**config.mk**
```make
export PLATFORM = sky130hd
export DESIGN_NAME = core_result_collector
export DESIGN_NICKNAME = d
export VERILOG_FILES = /design/src/rtl/core_result_collector.sv
export SDC_FILE = /design/constraint.sdc
export NUM_CORES = 1
export LEC_CHECK = 0
export ABC_CLOCK_PERIOD_IN_PS = 3400
export CAP_MARGIN = 10
export CORE_MARGIN = 2
export CORE_UTILIZATION = 45
export CTS_CLUSTER_SIZE = 8
export DETAILED_ROUTE_END_ITERATION = 8
export PLACE_DENSITY = 0.82
export SYNTH_ARGS = -nofsm -noshare
export SYNTH_HDL_FRONTEND = slang
export SYNTH_SLANG_ARGS = --single-unit
```
**constraint.sdc**
```tcl
create_clock -name clk -period 3.4 [get_ports clk]
set_clock_uncertainty 0.2 [all_clocks]
set_input_delay 0.51 -clock clk [delete_from_list [all_inputs] [get_ports clk]]
set_output_delay 0.51 -clock clk [all_outputs]
set_load 0.02 [all_outputs]
```
**src/rtl/core_result_collector.sv**
```systemverilog
// core_result_collector
// Captures each core's result on the falling edge of its output strobe, tracks which
// cores have finished, counts clk cycles until all are done, then sums the captured
// results one core per cycle into a saturating total.
//
// Ports:
//   clk          in   system clock (same divided clock as the cores)
//   reset        in   asynchronous, active-low reset
//   core_strobe  in   [NUM_CORES]           per-core output strobe
//   core_result  in   [NUM_CORES*RESULT_W]  per-core result, slice i = core i
//   core_done    out  [NUM_CORES]           core i result captured
//   all_done     out  all core_done bits set (combinational)
//   total        out  [TOTAL_W]             saturated sum, valid when total_valid
//   total_valid  out  total is final
//   cycle_count  out  [CYCLE_W]             clk cycles from reset release until all_done
module core_result_collector #(
  parameter int unsigned NUM_CORES = 16,
  parameter int unsigned RESULT_W  = 8,
  parameter int unsigned TOTAL_W   = 12,
  parameter int unsigned CYCLE_W   = 16
) (
  input  logic                          clk,
  input  logic                          reset,
  input  logic [NUM_CORES-1:0]          core_strobe,
  input  logic [NUM_CORES*RESULT_W-1:0] core_result,
  output logic [NUM_CORES-1:0]          core_done,
  output logic                          all_done,
  output logic [TOTAL_W-1:0]            total,
  output logic                          total_valid,
  output logic [CYCLE_W-1:0]            cycle_count
);

  localparam int unsigned IDX_W = (NUM_CORES > 1) ? $clog2(NUM_CORES) : 1;
  localparam int unsigned ACC_W = TOTAL_W + 1;
  localparam int unsigned SUM_W = ((RESULT_W > TOTAL_W) ? RESULT_W : TOTAL_W) + 1;

  localparam logic [ACC_W-1:0]   ACC_MAX  = {1'b0, {TOTAL_W{1'b1}}};
  localparam logic [CYCLE_W-1:0] CYC_MAX  = '1;
  localparam logic [IDX_W-1:0]   IDX_LAST = IDX_W'(NUM_CORES - 1);

  localparam logic [1:0] ST_COLLECT = 2'd0;
  localparam logic [1:0] ST_SUM     = 2'd1;
  localparam logic [1:0] ST_DONE    = 2'd2;

  logic [NUM_CORES-1:0] strobe_q;
  logic [NUM_CORES-1:0] fall;
  logic [RESULT_W-1:0]  result_reg [NUM_CORES];

  logic [1:0]         state, state_d;
  logic [IDX_W-1:0]   idx, idx_d;
  logic [ACC_W-1:0]   acc, acc_d, acc_next;
  logic [SUM_W-1:0]   sum_raw;
  logic [TOTAL_W-1:0] total_d;
  logic               total_valid_d;

  assign fall     = strobe_q & ~core_strobe;
  assign all_done = &core_done;

  // Strobe history and first-capture-wins result registers
  always_ff @(posedge clk or negedge reset) begin
    if (!reset) begin
      strobe_q  <= '0;
      core_done <= '0;
      for (int i = 0; i < int'(NUM_CORES); i++) begin
        result_reg[i] <= '0;
      end
    end else begin
      strobe_q <= core_strobe;
      for (int i = 0; i < int'(NUM_CORES); i++) begin
        if (fall[i] && !core_done[i]) begin
          result_reg[i] <= core_result[i*RESULT_W +: RESULT_W];
          core_done[i]  <= 1'b1;
        end
      end
    end
  end

  // Cycle counter: runs until all_done, saturates rather than wraps
  always_ff @(posedge clk or negedge reset) begin
    if (!reset) begin
      cycle_count <= '0;
    end else if (!all_done && (cycle_count != CYC_MAX)) begin
      cycle_count <= cycle_count + CYCLE_W'(1);
    end
  end

  // Saturating accumulate of the current core's result; acc never exceeds ACC_MAX
  always_comb begin
    sum_raw  = SUM_W'(acc) + SUM_W'(result_reg[idx]);
    acc_next = (sum_raw > SUM_W'(ACC_MAX)) ? ACC_MAX : ACC_W'(sum_raw);
  end

  // FSM state and datapath registers
  always_ff @(posedge clk or negedge reset) begin
    if (!reset) begin
      state       <= ST_COLLECT;
      idx         <= '0;
      acc         <= '0;
      total       <= '0;
      total_valid <= 1'b0;
    end else begin
      state       <= state_d;
      idx         <= idx_d;
      acc         <= acc_d;
      total       <= total_d;
      total_valid <= total_valid_d;
    end
  end

  // FSM next-state and datapath next values
  always_comb begin
    state_d       = state;
    idx_d         = idx;
    acc_d         = acc;
    total_d       = total;
    total_valid_d = total_valid;
    case (state)
      ST_COLLECT: begin
        if (all_done) begin
          state_d = ST_SUM;
          idx_d   = '0;
          acc_d   = '0;
        end
      end
      ST_SUM: begin
        acc_d = acc_next;
        idx_d = idx + IDX_W'(1);
        if (idx == IDX_LAST) begin
          total_d       = acc_next[TOTAL_W-1:0];
          total_valid_d = 1'b1;
          state_d       = ST_DONE;
        end
      end
      ST_DONE: begin
        state_d = ST_DONE;
      end
      default: begin
        state_d = ST_COLLECT;
      end
    endcase
  end

endmodule

```
; Yosys cells after proc, flatten, opt, wreduce, memory -nomap -nowiden
; Cells that the tools add are included.
[word_totals]
latchBits = 0
memories = 0
romBits = 0
inputBits = 146
ramBits = 0
register_bits = 208
word_cells = 104
[op_classes]
bitwise = 3
eq_ne = 6
addsub = 3
n_reduce_logical = 40
n_lt_le_gt_ge = 2
n_shift = 0
n_mul = 0
div = 0
muxes = 11
[op_table]
columns = cell, count
row1 = $bmux W8 S4, 1
row2 = $mux W13, 2
row3 = $pmux W13 S2, 1
row4 = $logic_and A1 B1 Y1, 17
row5 = $logic_not A1 Y1, 17
row6 = $add A16 B1 Y16 const B, 1
row7 = $and A16 B16 Y16, 1
row8 = $mux W8, 2
row9 = $ne A16 B16 Y1 const B, 1
row10 = $not A16 Y16, 1
row11 = $reduce_and A16 Y1, 1
row12 = $add A13 B8 Y13, 1
row13 = $gt A13 B12 Y1 const B, 1
row14 = $pmux W4 S2, 1
row15 = $pmux W2 S3, 1
row16 = $reduce_and A2 Y1, 3
row17 = $ge A5 B5 Y1 const B, 1
row18 = $not A4 Y5, 1
row19 = $add A4 B1 Y4 const B, 1
row20 = $eq A4 B4 Y1 const B, 1
row21 = $mux W2, 2
row22 = $mux W4, 1
row23 = $ne A2 B2 Y1 const B, 2
row24 = $eq A2 B1 Y1 const B, 1
row25 = 3 further kinds, 3

; Logic depth before layout (Yosys ltp)
; Gate-level depths: netlist of the first run.
[depth]
ltp_word = 8
mapped_depth = 15
ltp_nobuf = 11

; Worst setup path after synthesis of the first run
; OpenSTA, ideal clock, no wires.
[synth_timing]
path_kind = register -> register
from = register idx[0]
to = register acc[10]
n_path_buf = 2
setup_time_ns = 0.133
stages_incl_launch_ff = 13
arrival_ns = 3.377
slack_ns = -0.310
required_ns = 3.067
cell_sequence = dfrtp_1 -> clkbuf_1 -> buf_2 -> mux4_2 -> a22oi_1 -> nand2_1 -> ha_1 -> fa_1 -> a211oi_1 -> o21ai_0 -> a31o_2 -> a311oi_1 -> o22ai_1
[synth_via]
elab_chain_len = 8
[synth_rtl]
columns = item, line
row1 = start: declaration, 50  ; logic [IDX_W-1:0] idx, idx_d;
row2 = start signal: assignment, 103  ; idx <= idx_d;
row3 = $not A4 Y5 (implied by the code) (*), 89  ; sum_raw = SUM_W'(acc) + SUM_W'(result_reg[idx]);
row4 = $bmux W8 S4 (*), 89
row5 = $mux W8 (implied by the code) (*) (2 in a row), 89
row6 = $add A13 B8 Y13 (*), 89
row7 = $gt A13 B12 Y1, 90  ; acc_next = (sum_raw > SUM_W'(ACC_MAX)) ? ACC_MAX : ACC_W'(sum_raw);
row8 = $mux W13 (*), 90
row9 = $pmux W13 S2 (*), 117  ; case (state)
row10 = end signal: assignment, 98  ; acc <= '0;
row11 = end signal: assignment, 104  ; acc <= acc_d;
row12 = end: declaration, 51  ; logic [ACC_W-1:0] acc, acc_d, acc_next;
; Mark *: on every way between the ends. The rest lies on a longest branch, timed or not. The select of a mux whose other input is x is not followed.
; A chain may end at the register's enable or synchronous reset.

; Final worst setup path of the first run
[layout_timing]
from = register idx[0]
to = register acc[8]
; The elaborated chain is that of the path after synthesis.

==> results of run 1 <==
==> power breakdown <==
group | leakage [nW] | switching (mW) | internal (mW)
logic | 2.61 | 1.28 | 1.53
registers | 2.58 | 0.282 | 2.86
clock network | 0.368 | 0.995 | 1.49
total | 5.55 | 2.56 | 5.88
==> cells by family after synthesis <==
kind of cell,synth area share (%)
compound gates,7.609
xor+xnor,2.074
fa+ha+maj,1.832
buf+inv,1.454
flops,56.03
mux,23.35
simple gates,7.650
==> routing by layer <==
metal | track usage [%] | wire length, um
met1 | 31.34 | 10930
met4 | 6.346 | 610
met2 | 38.33 | 12230
met3 | 5.586 | 1554
met5 | 0 | 13
==> worst max-delay path by stage <==
stage | startpoint | end | slack [ps] | cells after the start
2_1_floorplan | idx[0] | acc[3] | 10 | 13
3_3_place_gp | idx[0] | acc[11] | -60 | 12
3_5_place_dp | idx[0] | acc[6] | -160 | 12
4_1_cts | idx[0] | acc[6] | -6 | 12
5_1_grt | idx[0] | acc[7] | -200 | 12
6_report | idx[0] | acc[8] | -120 | 13
==> cells in the mapped netlist (2+ instances only) <==
cell type | count | area share (%)
clkbuf_1 | 13 | 0.53
mux2i_1 | 32 | 3.4
o22ai_1 | 4 | 0.27
nand2_1 | 33 | 1.3
a31oi_1 | 5 | 0.34
a21oi_1 | 19 | 1.0
dfrtp_1 | 208 | 56
nor3_1 | 8 | 0.43
a211oi_1 | 5 | 0.40
o211ai_1 | 5 | 0.40
o211a_1 | 2 | 0.22
o21ai_0 | 25 | 1.3
a22oi_1 | 9 | 0.73
mux2_2 | 131 | 16
a221oi_1 | 16 | 1.5
buf_2 | 9 | 0.48
and2_1 | 2 | 0.13
xor2_1 | 4 | 0.38
a21o_1 | 3 | 0.24
or2_2 | 2 | 0.13
ha_1 | 12 | 1.6
xnor2_1 | 18 | 1.7
mux4_2 | 16 | 3.9
inv_1 | 9 | 0.36
and3_1 | 2 | 0.13
a22o_1 | 2 | 0.19
nand2b_1 | 32 | 2.2
nor2_1 | 35 | 1.4
nor2b_1 | 2 | 0.13
nand4_1 | 9 | 0.61
nand3_1 | 10 | 0.54
==> critical path, cell delays in order, from the launching register on <==
cell and delay, ps:
dfrtp_2 460, buf_12 190, buf_4 120, mux2i_1 290, a221oi_1 210, o21ai_0 200, nand2_1 120, fa_2 390
a211oi_4 260, o211ai_1 130, and3b_2 260, buf_12 160, a211oi_1 230, o22ai_1 120
==> timing repair <==
item | 4_1_cts | 5_1_grt
setup buffers | 0 | 5
hold buffers | 1 | 0
endpoints found under the hold margin | 91 | 0
cloned | 1 | 0
resized for setup | 30 | 58
pin swaps | 11 | 23
setup endpoints to repair | 24 | 24
==> layout make-up <==
cell class | count | share of cell area (%)
clock buffer | 30 | 5.521
clock inverter | 1 | 0.1515
inverter | 10 | 0.2841
multi-input combinational | 461 | 33.07
sequential | 208 | 39.40
tap | 270 | 2.557
timing repair buffer | 254 | 19.02
==> stage by stage <==
step	setup WS, ps	hold slack [ps]	cell area [um^2]
after floorplan	10.63	14.41	9318
after global placement	-61.99	260.2	11940
after detailed placement	-164.9	263.6	11940
after CTS	-6.072	218.5	12890
after global routing	-199.3	232.6	13210
final	-119.4	227.7	13210
==> flow_summary.yaml, run 1 <==
run_status:
  status: "finished, violations left"
  violations: "negative setup slack"
routing:
  dr.pass1.iters: 4
  routed_wirelength_mm: 25.34
  drc_errors: 0
  viasPerCell: 5.496
  postRouteAntennaNets: 0
  wl_per_cell_um: 20.53
  route.vias.total: 6782
  drt_iter0_drc: 411
timing:
  rsz0062_at_grt: "true"
  setup_tns_ps: -862.5
  finalHoldViolCount: 0
  finalCritPeriodShare_pct: 103.5
  fin_ws_ps: -119.4
  slew_violations: 0
  setup-violations-final: 16
  timing.final.crit_period_ps: 3519
  slew_headroom_pct: 27.57
  fmax_ghz: 0.2841
  max_slew.worst_pin.slew_ps: 1079
setup_path:
  r2r-end: "acc[8]"
  critPathKind: "reg2reg"
  arrival_ps: 3700
  critPathLaunchType: "flip-flop"
  r2r_slack_ps: -120
  cp_max_fo: 11
  worstRegToRegCells: 13
  cp_data_required_time_ps: 3580
  reg2reg_from: "idx[0]"
  critPathCaptureType: "flip-flop"
finish:
  diodes: 0
  final_nets: 1123
  area_growth_pct: 42.22
  regArea_mm2: 0.005206
  final_common_cell: "dfrtp_1"
  drive_gt1_share_pct: 31.22
  fin_util_pct: 65.30
  multi_input_comb_area_mm2: 0.004369
  fin_cells: 1234
  mostFrequentLayoutCells: "207 x dfrtp_1, 190 x clkdlybuf4s50_1, 131 x mux2_2, 50 x buf_4, 34 x nor2_1"
  fill_cells: 1493
  largest_register_ffs: 128
yosys:
  synth.distinct_cells: 51
  synthFlopType: "dfrtp_1"
  synth_cells: 702
  ys_seq_area_share_pct: 56.03
  synth_area_per_cell_um2: 13.23
  synth_nets: 861
  async_reset_ff_share_pct: 100.0
  synth_edf_count: 0
  syn_area_mm2: 0.009290
  ys_ff_latch: 208
  yosysWarningCount: 0
floorplan:
  row_count: 52
  die-area_mm2: 0.02181
  io_pins: 192
  core_area_mm2: 0.02023
  die_h_um: 147.7
  dieWidth_um: 147.7
  start_util_pct: 45.91
cts:
  clockBufferDepth: 3
  cts_tree: "built"
  numClockSinks: 208
  cts_made_buffers: 29
  worstSkewPairLatency_ps: 540
  cts_root_buf: "clkbuf_16"
  htreeDepth: 1
  clk_pin_slew_worst_paths_ps: 60
min_path:
  hold_start: "core_strobe[10]"
  hold_class: "in2reg"
  holdPathStages: 1
  min_to: "strobe_q[10]"
power_and_ir_drop:
  powerDensity_mw_per_mm2: 639.0
  ir_worst_vdd_mv: 0.4221
  p_leak_nw: 5.555
  p_total_mw: 8.443
global_route:
  grt_max_degree: 94
  overflow: 0
  grt_use_total_pct: 23.34
  grt_pass1_wl_mm: 39.51
  grt_pass1_vias: 7115
  antenna_found_initial: 1
placed_design:
  dp_hpwl_mm: 18.19
  place_congestion: 0.8675
  placed_cells: 1196
  io_buffers: 191
flow_run:
  maxCapViolations: 0
Note: power is estimated with default switching activity, not from simulation.
==> run 2: changes to the inputs <==
CAP_MARGIN = 40   (was 10)
==> flow_summary.yaml, run 2 (same netlist as run 1, synthesis figures left out) <==
global_route:
  grt_use_total_pct: 23.41
  grt_max_degree: 94
  overflow: 0
  grt_pass1_vias: 7189
  antenna_found_initial: 1
  grt_pass1_wl_mm: 39.63
setup_path:
  r2r_slack_ps: -5
  arrival_ps: 3620
  critPathCaptureType: "flip-flop"
  cp_max_fo: 13
  cp_data_required_time_ps: 3620
  critPathKind: "reg2reg"
  critPathLaunchType: "flip-flop"
timing:
  setup-violations-final: 1
  timing.final.crit_period_ps: 3405
  slew_headroom_pct: 42.03
  holdWs_ps: 233.4
  finalCritPeriodShare_pct: 100.1
  fmax_ghz: 0.2937
  rsz0062_at_grt: "true"
  fin_ws_ps: -4.627
  finalHoldViolCount: 0
  max_slew.worst_pin.slew_ps: 866.4
  setup_tns_ps: -4.627
  slew_violations: 0
run_status:
  violations: "negative setup slack"
  status: "finished, violations left"
floorplan:
  die-area_mm2: 0.02181
  row_count: 52
  dieWidth_um: 147.7
  start_util_pct: 45.91
  core_area_mm2: 0.02023
  io_pins: 192
  die_h_um: 147.7
cts:
  clockBufferDepth: 3
  cts_root_buf: "clkbuf_16"
  numClockSinks: 208
  cts_tree: "built"
  worstSkewPairLatency_ps: 540
  cts_made_buffers: 29
  htreeDepth: 1
  clk_pin_slew_worst_paths_ps: 60
finish:
  area_growth_pct: 40.98
  final_common_cell: "dfrtp_1"
  final_nets: 1125
  fin_cells: 1236
  diodes: 0
  fin_util_pct: 64.73
  design_area_mm2: 0.01310
  mostFrequentLayoutCells: "207 x dfrtp_1, 190 x clkdlybuf4s50_1, 131 x mux2_2, 54 x buf_4, 34 x nor2_1"
  drive_gt1_share_pct: 30.54
  largest_register_ffs: 128
placed_design:
  dp_slack_ps: -169.8
  placed_cells: 1197
  place_area_mm2: 0.01194
  place_congestion: 0.8675
  dp_hpwl_mm: 18.20
  io_buffers: 191
routing:
  wl_per_cell_um: 20.27
  postRouteAntennaNets: 0
  drc_errors: 0
  dr.pass1.iters: 5
  routed_wirelength_mm: 25.06
  viasPerCell: 5.495
  route.vias.total: 6792
  drt_iter0_drc: 428
power_and_ir_drop:
  p_total_mw: 8.347
  powerDensity_mw_per_mm2: 637.3
  p_leak_nw: 5.527
  ir_worst_vdd_mv: 0.4074
min_path:
  hold_class: "in2reg"
flow_run:
  maxCapViolations: 0
[run 2: changes by cell type in the layout (fill, tap and decap cells not counted), sizes merged]
cell    previous run  this run
clkbuf            32        31
bufbuf             1         0
buf               60        64
[run 2: worst max-delay path, cell delays in order (launching register included)]
cell       delay (ps)
dfrtp_2           450
buf_12            150
mux4_2            530
a22oi_1           210
nand2_1           150
ha_4              320
a21oi_2            90
a2111oi_4         370
buf_4             170
a21boi_1           70
buf_6             190
a311oi_2          250
o22ai_1           130
[run 2: repair_timing]
| item | CTS | global route |
|---|---|---|
| cloned | 1 | 0 |
| endpoints found under the hold margin | 91 | 0 |
| resized for setup | 26 | 40 |
| buffers inserted | 3 | 3 |
| hold buffers | 1 | 0 |
| setup endpoints to repair | 24 | 24 |
| pin swaps | 3 | 17 |
[run 2: layout make-up]
type	instances	area, um^2
Inverter	10	37.54
Fill cell	1506	7137
Sequential cell	208	5206
Timing Repair Buffer	256	2504
Clock inverter	1	20.02
Multi-Input combinational cell	461	4263
Clock buffer	30	729.5
Tap cell	270	337.8
[run 2: metal layers]
metal / up-vias / routed length (um) / global-route usage (%) / share of wire [%]
met3: 42 / 1713 / 5.679 / 6.8
met5: - / 13 / 0 / 0.052
met4: 2 / 606 / 6.058 / 2.4
met1: 3422 / 10650 / 31.49 / 43
met2: 231 / 12070 / 38.47 / 48
li1: 3095 / - / - / -
[run 2: where the power goes]
group	total, mW	internal (mW)	switching, mW
Sequential	3.14	2.86	0.279
Combinational	2.72	1.48	1.24
Clock	2.49	1.49	0.996
[run 2: worst paths after layout]
| path | start | end | depth (start not counted) |
|---|---|---|---|
| setup / recovery | idx[0] | acc[10] | 12 |
| hold / removal | core_strobe[7] | strobe_q[7] | 1 |
| setup reg to reg | idx[0] | acc[10] | 12 |
| hold reg to reg | total_valid | total_valid | 1 |
| max in group asynchronous | reset | total_valid | 3 |
| min in group asynchronous | reset | strobe_q[10] | 2 |
==> run 3: changes to the inputs <==
TNS_END_PERCENT = 20   (was not set)
==> flow_summary.yaml, run 3 (same netlist as run 1, synthesis figures left out) <==
cts:
  clk_pin_slew_worst_paths_ps: 60
  clockBufferDepth: 3
  cts_tree: "built"
  numClockSinks: 208
  cts_root_buf: "clkbuf_16"
  cts_made_buffers: 29
  worstSkewPairLatency_ps: 540
  htreeDepth: 1
run_status:
  violations: "negative setup slack"
  status: "finished, violations left"
power_and_ir_drop:
  power_frac_comb_pct: 32.1
  p_seq_share_pct: 37.8
  powerDensity_mw_per_mm2: 634.8
  p_clk_share_pct: 30.1
  p_switching_mw: 2.487
  p_int_mw: 5.801
  p_leak_nw: 5.514
  p_sw_share_pct: 30.01
  ir_worst_vdd_mv: 0.4016
routing:
  drc_errors: 0
  postRouteAntennaNets: 0
  dr.pass1.iters: 4
  routed.top_layer: "met5"
  drt_iter0_drc: 431
  dr_wl_met3_mm: 1.678
  viasPerCell: 5.438
  route.vias.total: 6705
  wl_met2_mm: 11.93
  wl_per_cell_um: 20.27
  route.layer.met1.wl_mm: 10.78
  routed_wirelength_mm: 24.99
finish:
  fin_util_pct: 64.53
  final_nets: 1122
  fin_cells: 1233
  diodes: 0
  largest_register_ffs: 128
  drive_gt1_share_pct: 29.91
  area_growth_pct: 40.54
  fill_cells: 1516
  mostFrequentLayoutCells: "207 x dfrtp_1, 190 x clkdlybuf4s50_1, 131 x mux2_2, 51 x buf_4, 34 x nor2_1"
  final_common_cell: "dfrtp_1"
global_route:
  grt_pass1_wl_mm: 39.22
  grt_use_total_pct: 23.20
  overflow: 0
  grt_max_degree: 94
  grt_pass1_vias: 7157
  antenna_found_initial: 1
min_path:
  hold_class: "in2reg"
  hold_start: "core_strobe[9]"
setup_path:
  cp_max_fo: 8
  reg2reg_from: "idx[0]"
  critPathLaunch: "idx[0]"
  critPathLaunchType: "flip-flop"
  slowest_stage: "mux4_2"
  critPathCaptureType: "flip-flop"
  crit_chain: "buf_12, mux4_2, a22oi_2, nand2_2, ha_4, fa_2, a211oi_4, o211ai_1, and3b_2, buf_6, a311oi_2, o22ai_1"
  cp_data_required_time_ps: 3610
  critPathKind: "reg2reg"
  r2r_slack_ps: -30
  arrival_ps: 3640
  slowest_delay_ps: 520
timing:
  holdWs_ps: 235.8
  finalCritPeriodShare_pct: 100.8
  timing.final.crit_period_ps: 3427
  rsz0062_at_grt: "true"
  max_slew.worst_pin.slew_ps: 867.9
  setup-violations-final: 5
  setup_tns_ps: -67.98
  slew_headroom_pct: 41.93
  finalHoldViolCount: 0
  slew_violations: 0
  fin_ws_ps: -26.64
  fmax_ghz: 0.2918
placed_design:
  placed_cells: 1197
  dp_hpwl_mm: 18.20
  io_buffers: 191
  dp_slack_ps: -169.8
  place_congestion: 0.8675
flow_run:
  maxCapViolations: 0
floorplan:
  io_pins: 192
  die-area_mm2: 0.02181
  start_util_pct: 45.91
  row_count: 52
  dieWidth_um: 147.7
  die_h_um: 147.7
  core_area_mm2: 0.02023
==> run 3: cell types whose count changed in the layout (fill, tap and decap cells not counted), moves of 2 or more <==
cell / delta
buf_4: -3
nor3_2: -2
nor3_4: +2
o21ai_0: +5
o21ai_1: -4
==> run 3: power groups by stage <==
stage	combinational [mW]	sequential, mW	clock [mW]
after floorplan	1.42	3.08	0
after global placement	2.22	3.13	0
after detailed placement	2.28	3.14	0
after CTS	2.36	3.12	2.54
after global routing	2.89	3.18	2.65
final	2.66	3.13	2.50
==> run 3: area by class of cell <==
class / count / area (um^2) / share of cell area (%)
clock buffer: 30 / 729.5 / 5.587
clock inverter: 1 / 20.02 / 0.1533
inverter: 10 / 37.54 / 0.2875
multi-input combinational: 461 / 4247 / 32.53
sequential: 208 / 5206 / 39.88
tap: 270 / 337.8 / 2.587
timing repair buffer: 253 / 2479 / 18.98
==> run 3: critical path, delay by kind of cell (launching register included) <==
kind | cells | cell delay [ps]
AOI/OAI and AO/OA | 5 | 920
adders and majority gates | 2 | 560
buffers and inverters | 2 | 310
DFF | 1 | 440
muxes | 1 | 520
and+or+nand+nor | 2 | 340
==> run 3: worst paths after layout <==
kind / cells past startpoint / end
max in group asynchronous: 3 / total_valid
max: 12 / acc[10]
min reg2reg: 1 / total_valid
min in group asynchronous: 2 / strobe_q[10]
max reg2reg: 12 / acc[10]
min: 1 / strobe_q[9]
==> run 3: what timing repair did <==
action	in CTS	in global routing
pin swaps	3	21
endpoints found under the hold margin	91	0
gates resized for setup	14	47
endpoints found under the setup margin	24	24
hold buffers	1	0
buffers inserted	0	2
cloned	0	2
==> run 3: through the flow <==
stage | area [um^2] | power [mW]
after floorplan | 9318 | 4.500
after global placement | 11940 | 5.349
after detailed placement | 11940 | 5.426
after CTS | 12770 | 8.017
after global routing | 13060 | 8.715
final | 13060 | 8.288
==> run 3: routing by layer <==
metal	vias up	track usage, %
met5	-	0
met4	2	6.154
met3	41	5.710
met2	219	38.21
met1	3343	31.02
li1	3100	-
